## src/rtl/uwire_clk_cfg_if.sv

```systemverilog
// Word-push channel into the MICROWIRE configuration sequencer.
// The master offers WR_DATA/WR_VALID; the slave answers with WR_READY while its FIFO has room.
interface uwire_clk_cfg_if;
    logic [31:0] WR_DATA;
    logic        WR_VALID;
    logic        WR_READY;

    modport master (output WR_DATA, output WR_VALID, input WR_READY);
    modport slave  (input WR_DATA, input WR_VALID, output WR_READY);
endinterface

```

## src/rtl/uwire_clk_cfg.sv

```systemverilog
// Clock-synthesizer MICROWIRE sequencer: shifts buffered 32-bit words MSB-first,
// latches each one, then pulses PLL_SYNC and raises GOE.
module uwire_clk_cfg #(
    parameter int CLK_DIV     = 8,
    parameter int DEPTH       = 16,
    parameter int SYNC_CYCLES = 16
) (
    input  logic                 BUS_CLK,
    input  logic                 BUS_RST,
    uwire_clk_cfg_if.slave       wr,
    input  logic                 START,
    input  logic                 ABORT,
    output logic                 BUSY,
    output logic                 DONE,
    output logic [7:0]           WORDS_SENT,
    output logic                 CLKUWIRE,
    output logic                 DATAUWIRE,
    output logic                 LEUWIRE,
    output logic                 PLL_SYNC,
    output logic                 GOE
);
    localparam int AW    = (DEPTH > 1) ? $clog2(DEPTH) : 1;
    localparam int DIV_W = $clog2(CLK_DIV + 1);
    localparam int SYN_W = $clog2(SYNC_CYCLES + 1);
    localparam int CNT_W = (DIV_W > SYN_W) ? DIV_W : SYN_W;
    localparam logic [CNT_W-1:0] DIV_LAST  = CNT_W'(CLK_DIV - 1);
    localparam logic [CNT_W-1:0] SYNC_LAST = CNT_W'(SYNC_CYCLES - 1);
    localparam logic [AW:0]      FIFO_FULL = (AW + 1)'(DEPTH);

    typedef enum logic [2:0] {
        IDLE, LOAD, SHIFT, HOLD, LATCH, GAP, SYNC, FIN
    } state_t;

    state_t         state_q, state_d;
    logic [CNT_W-1:0] cnt_q, cnt_d;
    logic           phase_q, phase_d;
    logic [4:0]     bit_q, bit_d;
    logic [31:0]    sh_q, sh_d;
    logic [7:0]     words_d;
    logic           goe_d, clk_d, data_d, le_d, sync_d, done_d;
    logic           pop;

    logic [31:0]    mem [DEPTH];
    logic [AW-1:0]  wr_ptr, rd_ptr;
    logic [AW:0]    count;
    logic           full, empty, push;
    logic [31:0]    head;

    assign full        = (count == FIFO_FULL);
    assign empty       = (count == '0);
    assign push        = wr.WR_VALID && !full;
    assign head        = mem[rd_ptr];
    assign wr.WR_READY = !full;
    assign BUSY        = (state_q != IDLE);

    always_ff @(posedge BUS_CLK) begin
        if (push)
            mem[wr_ptr] <= wr.WR_DATA;
    end

    // ABORT flushes the queue, including a word offered in the same cycle.
    always_ff @(posedge BUS_CLK or posedge BUS_RST) begin
        if (BUS_RST) begin
            wr_ptr <= '0;
            rd_ptr <= '0;
            count  <= '0;
        end else if (ABORT) begin
            wr_ptr <= '0;
            rd_ptr <= '0;
            count  <= '0;
        end else begin
            if (push) wr_ptr <= wr_ptr + AW'(1);
            if (pop)  rd_ptr <= rd_ptr + AW'(1);
            case ({push, pop})
                2'b10:   count <= count + (AW + 1)'(1);
                2'b01:   count <= count - (AW + 1)'(1);
                default: count <= count;
            endcase
        end
    end

    always_ff @(posedge BUS_CLK or posedge BUS_RST) begin
        if (BUS_RST) begin
            state_q    <= IDLE;
            cnt_q      <= '0;
            phase_q    <= 1'b0;
            bit_q      <= '0;
            sh_q       <= '0;
            WORDS_SENT <= '0;
            GOE        <= 1'b0;
            CLKUWIRE   <= 1'b0;
            DATAUWIRE  <= 1'b0;
            LEUWIRE    <= 1'b0;
            PLL_SYNC   <= 1'b0;
            DONE       <= 1'b0;
        end else begin
            state_q    <= state_d;
            cnt_q      <= cnt_d;
            phase_q    <= phase_d;
            bit_q      <= bit_d;
            sh_q       <= sh_d;
            WORDS_SENT <= words_d;
            GOE        <= goe_d;
            CLKUWIRE   <= clk_d;
            DATAUWIRE  <= data_d;
            LEUWIRE    <= le_d;
            PLL_SYNC   <= sync_d;
            DONE       <= done_d;
        end
    end

    // The pins are decoded from the next state so they appear registered in step
    // with it; GAP reloads straight into SHIFT to keep words back-to-back.
    always_comb begin
        state_d = state_q;
        cnt_d   = cnt_q;
        phase_d = phase_q;
        bit_d   = bit_q;
        sh_d    = sh_q;
        words_d = WORDS_SENT;
        goe_d   = GOE;
        pop     = 1'b0;

        if (ABORT) begin
            state_d = IDLE;
            cnt_d   = '0;
            phase_d = 1'b0;
            goe_d   = 1'b0;
        end else begin
            case (state_q)
                IDLE: if (START) begin
                    goe_d   = 1'b0;
                    words_d = '0;
                    cnt_d   = '0;
                    state_d = empty ? SYNC : LOAD;
                end
                LOAD: begin
                    pop     = 1'b1;
                    sh_d    = head;
                    bit_d   = 5'd31;
                    cnt_d   = '0;
                    phase_d = 1'b0;
                    state_d = SHIFT;
                end
                SHIFT: if (cnt_q == DIV_LAST) begin
                    cnt_d = '0;
                    if (!phase_q) begin
                        phase_d = 1'b1;
                    end else begin
                        phase_d = 1'b0;
                        if (bit_q == 5'd0) begin
                            state_d = HOLD;
                        end else begin
                            bit_d = bit_q - 5'd1;
                            sh_d  = {sh_q[30:0], 1'b0};
                        end
                    end
                end else begin
                    cnt_d = cnt_q + CNT_W'(1);
                end
                HOLD: if (cnt_q == DIV_LAST) begin
                    cnt_d   = '0;
                    state_d = LATCH;
                end else begin
                    cnt_d = cnt_q + CNT_W'(1);
                end
                LATCH: if (cnt_q == DIV_LAST) begin
                    cnt_d   = '0;
                    state_d = GAP;
                    if (WORDS_SENT != 8'hFF)
                        words_d = WORDS_SENT + 8'd1;
                end else begin
                    cnt_d = cnt_q + CNT_W'(1);
                end
                GAP: if (cnt_q == DIV_LAST) begin
                    cnt_d = '0;
                    if (!empty) begin
                        pop     = 1'b1;
                        sh_d    = head;
                        bit_d   = 5'd31;
                        phase_d = 1'b0;
                        state_d = SHIFT;
                    end else begin
                        state_d = SYNC;
                    end
                end else begin
                    cnt_d = cnt_q + CNT_W'(1);
                end
                SYNC: if (cnt_q == SYNC_LAST) begin
                    cnt_d   = '0;
                    state_d = FIN;
                end else begin
                    cnt_d = cnt_q + CNT_W'(1);
                end
                FIN:     state_d = IDLE;
                default: state_d = IDLE;
            endcase
        end

        clk_d  = (state_d == SHIFT) && phase_d;
        data_d = (state_d == SHIFT) && sh_d[31];
        le_d   = (state_d == LATCH);
        sync_d = (state_d == SYNC);
        done_d = (state_d == FIN);
        if (state_d == FIN)
            goe_d = 1'b1;
    end
endmodule
```

## src/flat_wrapper.sv

```systemverilog
// flat-port wrapper written by rule: the top's interface ports become plain ports
module uwire_clk_cfg_flat 
#(
    parameter int CLK_DIV     = 8,
    parameter int DEPTH       = 16,
    parameter int SYNC_CYCLES = 16
)
  (BUS_CLK, BUS_RST, START, ABORT, BUSY, DONE, WORDS_SENT, CLKUWIRE, DATAUWIRE, LEUWIRE, PLL_SYNC, GOE, wr_WR_DATA, wr_WR_VALID, wr_WR_READY);
  uwire_clk_cfg_if wr_i ();
  input  logic BUS_CLK;
  input  logic BUS_RST;
  input  logic START;
  input  logic ABORT;
  output logic BUSY;
  output logic DONE;
  output logic [7:0] WORDS_SENT;
  output logic CLKUWIRE;
  output logic DATAUWIRE;
  output logic LEUWIRE;
  output logic PLL_SYNC;
  output logic GOE;
  input wire logic [$bits(wr_i.WR_DATA)-1:0] wr_WR_DATA;
  input wire logic [$bits(wr_i.WR_VALID)-1:0] wr_WR_VALID;
  output wire logic [$bits(wr_i.WR_READY)-1:0] wr_WR_READY;
  assign wr_i.WR_DATA = wr_WR_DATA;
  assign wr_i.WR_VALID = wr_WR_VALID;
  assign wr_WR_READY = wr_i.WR_READY;
  uwire_clk_cfg #(.CLK_DIV(CLK_DIV), .DEPTH(DEPTH), .SYNC_CYCLES(SYNC_CYCLES)) u_core (.BUS_CLK(BUS_CLK), .BUS_RST(BUS_RST), .wr(wr_i), .START(START), .ABORT(ABORT), .BUSY(BUSY), .DONE(DONE), .WORDS_SENT(WORDS_SENT), .CLKUWIRE(CLKUWIRE), .DATAUWIRE(DATAUWIRE), .LEUWIRE(LEUWIRE), .PLL_SYNC(PLL_SYNC), .GOE(GOE));
endmodule
```

## config.mk

```make
export PLATFORM = sky130hd
export DESIGN_NAME = uwire_clk_cfg_flat
export DESIGN_NICKNAME = d
export VERILOG_FILES = /design/src/rtl/uwire_clk_cfg_if.sv /design/src/rtl/uwire_clk_cfg.sv /design/src/flat_wrapper.sv
export SDC_FILE = /design/constraint.sdc
export NUM_CORES = 1
export LEC_CHECK = 0
export BUFFER_PORTS_ARGS = -buffer_cell sky130_fd_sc_hd__clkbuf_2
export CORE_ASPECT_RATIO = 0.9
export CORE_UTILIZATION = 45
export CTS_CLUSTER_SIZE = 10
export DETAILED_ROUTE_END_ITERATION = 8
export GPL_ROUTABILITY_DRIVEN = 1
export PLACE_DENSITY = 0.6
export REMOVE_ABC_BUFFERS = 1
export SLEW_MARGIN = 10
export SYNTH_ARGS = -nofsm -noshare
export SYNTH_HDL_FRONTEND = slang
export SYNTH_SLANG_ARGS = --single-unit
```

## constraint.sdc

```tcl
create_clock -name BUS_CLK -period 3.5 [get_ports BUS_CLK]
set_input_delay 0.175 -clock BUS_CLK [delete_from_list [all_inputs] [get_ports BUS_CLK]]
set_output_delay 0.175 -clock BUS_CLK [all_outputs]
set_load 0.02 [all_outputs]
```

==> results by group <==
Setup path
  • Slowest cell on crit path: buf_4
  • Crit path largest cell delay: 0.51 ns
  • Critical path arrival: 3.38 ns
  • Worst path bufs/invs: 2
  • CP max FO: 64
  • Crit path from: u_core.count[1]$_DFFE_PP0P_
  • Setup crit start kind: register
  • R2r startpoint: u_core.count[1]$_DFFE_PP0P_
  • CP Class: register to register
  • Worst Path Required: 3.97 ns
  • Critical-path cell list: nor4_4 > a21oi_1 > o21ai_4 > buf_4 > and2_1 > buf_12 > mux2_4
  • CP endpoint kind: register
  • Worst path top cell family by delay: simple AND/OR/NAND/NOR gates

Placement
  • Placer Congestion: 0.7867
  • Cell Area, Placed: 24990 um2
  • HPWL Detailed: 28910 um
  • I/O Buffers: 52

Floorplanning
  • Die X-Extent: 243.0 um
  • Starting Density: 0.4557
  • Core Region: 51600 um2
  • Die height: 218.9 um
  • Cell Rows: 79
  • DIE AREA: 53170 um2
  • IO Pins: 53

Synth
  • Syn Area/Cell: 19.07 um2
  • Register area share after synthesis: 0.7315
  • FF+latch count, synth: 585
  • Ys async rst share: 0.1248
  • Synth Warn #: 0
  • Synthesized instance count: 1233
  • Post-synth EDFFs: 512
  • Post-Syn Area: 23510 um2
  • Synth cell types: 62
  • Main flop type after synthesis: edfxtp_1

STA
  • RSZ-0062 raised after global routing: no
  • Worst slew margin: 0.5060
  • Final setup viols: 0
  • Skew final: 0.02256 ns
  • Period utilisation layout: 0.8321
  • Max-slew violation count: 0
  • Worst-Margin Slew: 0.7402 ns
  • Final worst path period need: 2.912 ns
  • Max frequency: 343.4 MHz
  • Final Hold Fails: 0

Power
  • Final Power: 17.55 mW
  • VDD IR-drop max: 0.0003273 V
  • Leak Pwr: 8.913 nW
  • Pwr Density: 644.2 nW/um2

GRT
  • Antenna violations before repair: 0
  • First-pass GRT wire length: 75000 um
  • Total GRT Usage: 0.1898
  • Largest net degree at the start of global routing: 65
  • Remaining Overflow, GRT: 0
  • Vias in the first global route: 12.12k

Run status
  • Status: finished, violations left
  • Failing checks: DRC

Detailed routing
  • Vias per cell: 5.646
  • Routed vias: 11.74k
  • Final WL: 48870 um
  • DRC Markers: 2
  • Routed WL per cell: 23.50 um
  • TritonRoute pass-1 iters: 7
  • Detailed router's first-iteration violation count: 1016
  • Post-route ant nets: 0

Clock network
  • CTS H-tree lvls: 3
  • Clk sinks: 585
  • Clock tree from TritonCTS: done
  • CTS Buf Count: 69
  • CTS Buffer Depth: 3
  • Root buffer cell: clkbuf_16
  • CTS clk-pin slew, worst paths: 0.05 ns
  • Clock latency on the worst-skew pair: 0.60 ns
  • Setup bufs post-CTS: 0

Job
  • Max_cap viols: 0

Finish
  • Final Instance Area: 27240 um2
  • Layout net count: 1408
  • Layout cells sized above 1: 0.2725
  • Fill count: 4074
  • Area Growth Syn to Fin: 15.85%
  • N_diodes: 0

Min path
  • Hold Crit Class: primary input to register
  • Worst hold start: wr_WR_DATA[0]
-- logic make-up (layout without fill, tap and decap cells) --
| logic type | Yosys count | count (layout) | share of synthesized area |
|---|---|---|---|
| adder cells (fa/ha/maj) | 15 | 15 | 0.008301 |
| XOR/XNOR | 15 | 15 | 0.005907 |
| multiplexers | 193 | 193 | 0.1531 |
| flip-flops | 585 | 585 | 0.7315 |
| AO/OA/AOI/OAI | 117 | 117 | 0.03560 |
| buffers and inverters | 87 | 245 | 0.01703 |
| AND/OR/NAND/NOR | 221 | 221 | 0.04848 |
-- placed cells by master (no fill, tap or decap), types with 7 or more instances in the layout --
master         synthesis  routed
edfxtp_1             512     512
mux4_2               129     129
clkbuf_16              0      71
dfrtp_1               73      69
nand2_1               57      57
nor2_1                54      54
clkbuf_2               0      52
nand3_1               40      40
a21oi_1               37      37
mux2_2                32      32
mux2i_1               29      29
o221ai_1              27      27
clkbuf_1              31      26
buf_12                 0      23
dlygate4sd3_1          0      22
buf_4                 15      22
inv_1                 20      19
o21ai_0               15      14
ha_1                  14      14
and2_2                 0      12
nor2b_1               11      11
nor3_1                 9       9
a22oi_1                8       8
xnor2_1                7       7
xor2_1                 7       7
-- stage by stage --
stage / hold slack, ns / utilization / setup WS (ns) / instances / setup TNS (ns)
finish: 0.02740 / 0.5280 / 0.5878 / 2079 / 0
global route: 0.02665 / 0.5280 / 0.3741 / 2079 / 0
CTS: 0.002915 / 0.5280 / 0.5837 / 2079 / 0
detailed placement: 0.3075 / 0.4843 / 0.5949 / 1951 / 0
global placement: 0.2962 / 0.4843 / 0.6289 / 1951 / 0
floorplan: 0.2381 / - / -3.032 / 1166 / -120.34
-- state kept, by name, indices dropped and copies added (netlist names) --
register           cells
u_core.CLKUWIRE        1
u_core.DATAUWIRE       1
u_core.DONE            1
u_core.GOE             1
u_core.LEUWIRE         1
u_core.PLL_SYNC        1
u_core.WORDS_SENT      8
u_core.bit_q           5
u_core.cnt_q           5
u_core.count           5
u_core.mem           512
u_core.phase_q         1
u_core.rd_ptr          4
u_core.sh_q           32
u_core.state_q         3
u_core.wr_ptr          4
-- power breakdown --
part	switching, mW	total, mW	internal, mW
clock	2.66	6.50	3.84
sequential	0.323	8.31	7.98
combinational	1.35	2.74	1.39
-- worst reg2reg max path, delay by kind of cell (launching register included) --
family                 cells  cell delay, ns
buffers and inverters      2            0.73
and+or+nand+nor            2            0.97
DFF                        1            0.43
AOI/OAI and AO/OA          2            0.35
muxes                      1            0.31
-- path summary, 6_finish.rpt --
path / to / slack, ns / cells past startpoint
max: u_core.sh_q[22]$_DFFE_PP0P_ / 0.59 / 7
min: u_core.mem[14][0]$_DFFE_PP_ / 0.03 / 1
max reg2reg: u_core.sh_q[22]$_DFFE_PP0P_ / 0.59 / 7
min reg2reg: u_core.sh_q[0]$_DFFE_PP0P_ / 0.51 / 2
max in group asynchronous: u_core.sh_q[17]$_DFFE_PP0P_ / 2.36 / 4
min in group asynchronous: u_core.WORDS_SENT[0]$_DFFE_PP0P_ / 0.22 / 3
-- final cells by class --
| cell class | count | area [um2] | area share |
|---|---|---|---|
| clock buffers | 99 | 1902 | 0.06981 |
| repair buffers | 119 | 1106 | 0.04060 |
| clock inverters | 7 | 132.6 | 0.004869 |
| well taps | 688 | 860.8 | 0.03160 |
| flip-flops and latches | 585 | 17210 | 0.6319 |
| inverters | 20 | 76.32 | 0.002802 |
| multi-input cells | 561 | 5949 | 0.2184 |
-- layer usage --
layer | GRT usage | routed length (um)
met2 | 0.2947 | 22970
met1 | 0.2748 | 22470
met4 | 0.05157 | 872
met3 | 0.03803 | 2560
met5 | 0 | 0
-- cell usage after synthesis, drive strengths merged (7+ instances only) --
cell type | number | area, um2
xor2 | 7 | 61.31
dfrtp | 73 | 1827
ha | 14 | 175.2
xnor2 | 8 | 77.58
o21ai | 16 | 83.83
nand2 | 58 | 220.2
clkbuf | 31 | 116.4
nand3 | 40 | 200.2
a22oi | 8 | 60.06
mux4 | 129 | 2905
buf | 36 | 209.0
nor2 | 54 | 202.7
mux2 | 35 | 405.4
o221ai | 27 | 236.5
nor2b | 11 | 68.82
nor3 | 10 | 55.05
a21oi | 38 | 201.5
mux2i | 29 | 290.3
and2 | 15 | 93.84
edfxtp | 512 | 15370
inv | 20 | 75.07
-- what timing repair did --
item,4_1_cts,5_1_grt
resized for setup,0,0
hold buffers,22,0
endpoints found under the hold margin,300,0
(Power assumes the default switching activity.)
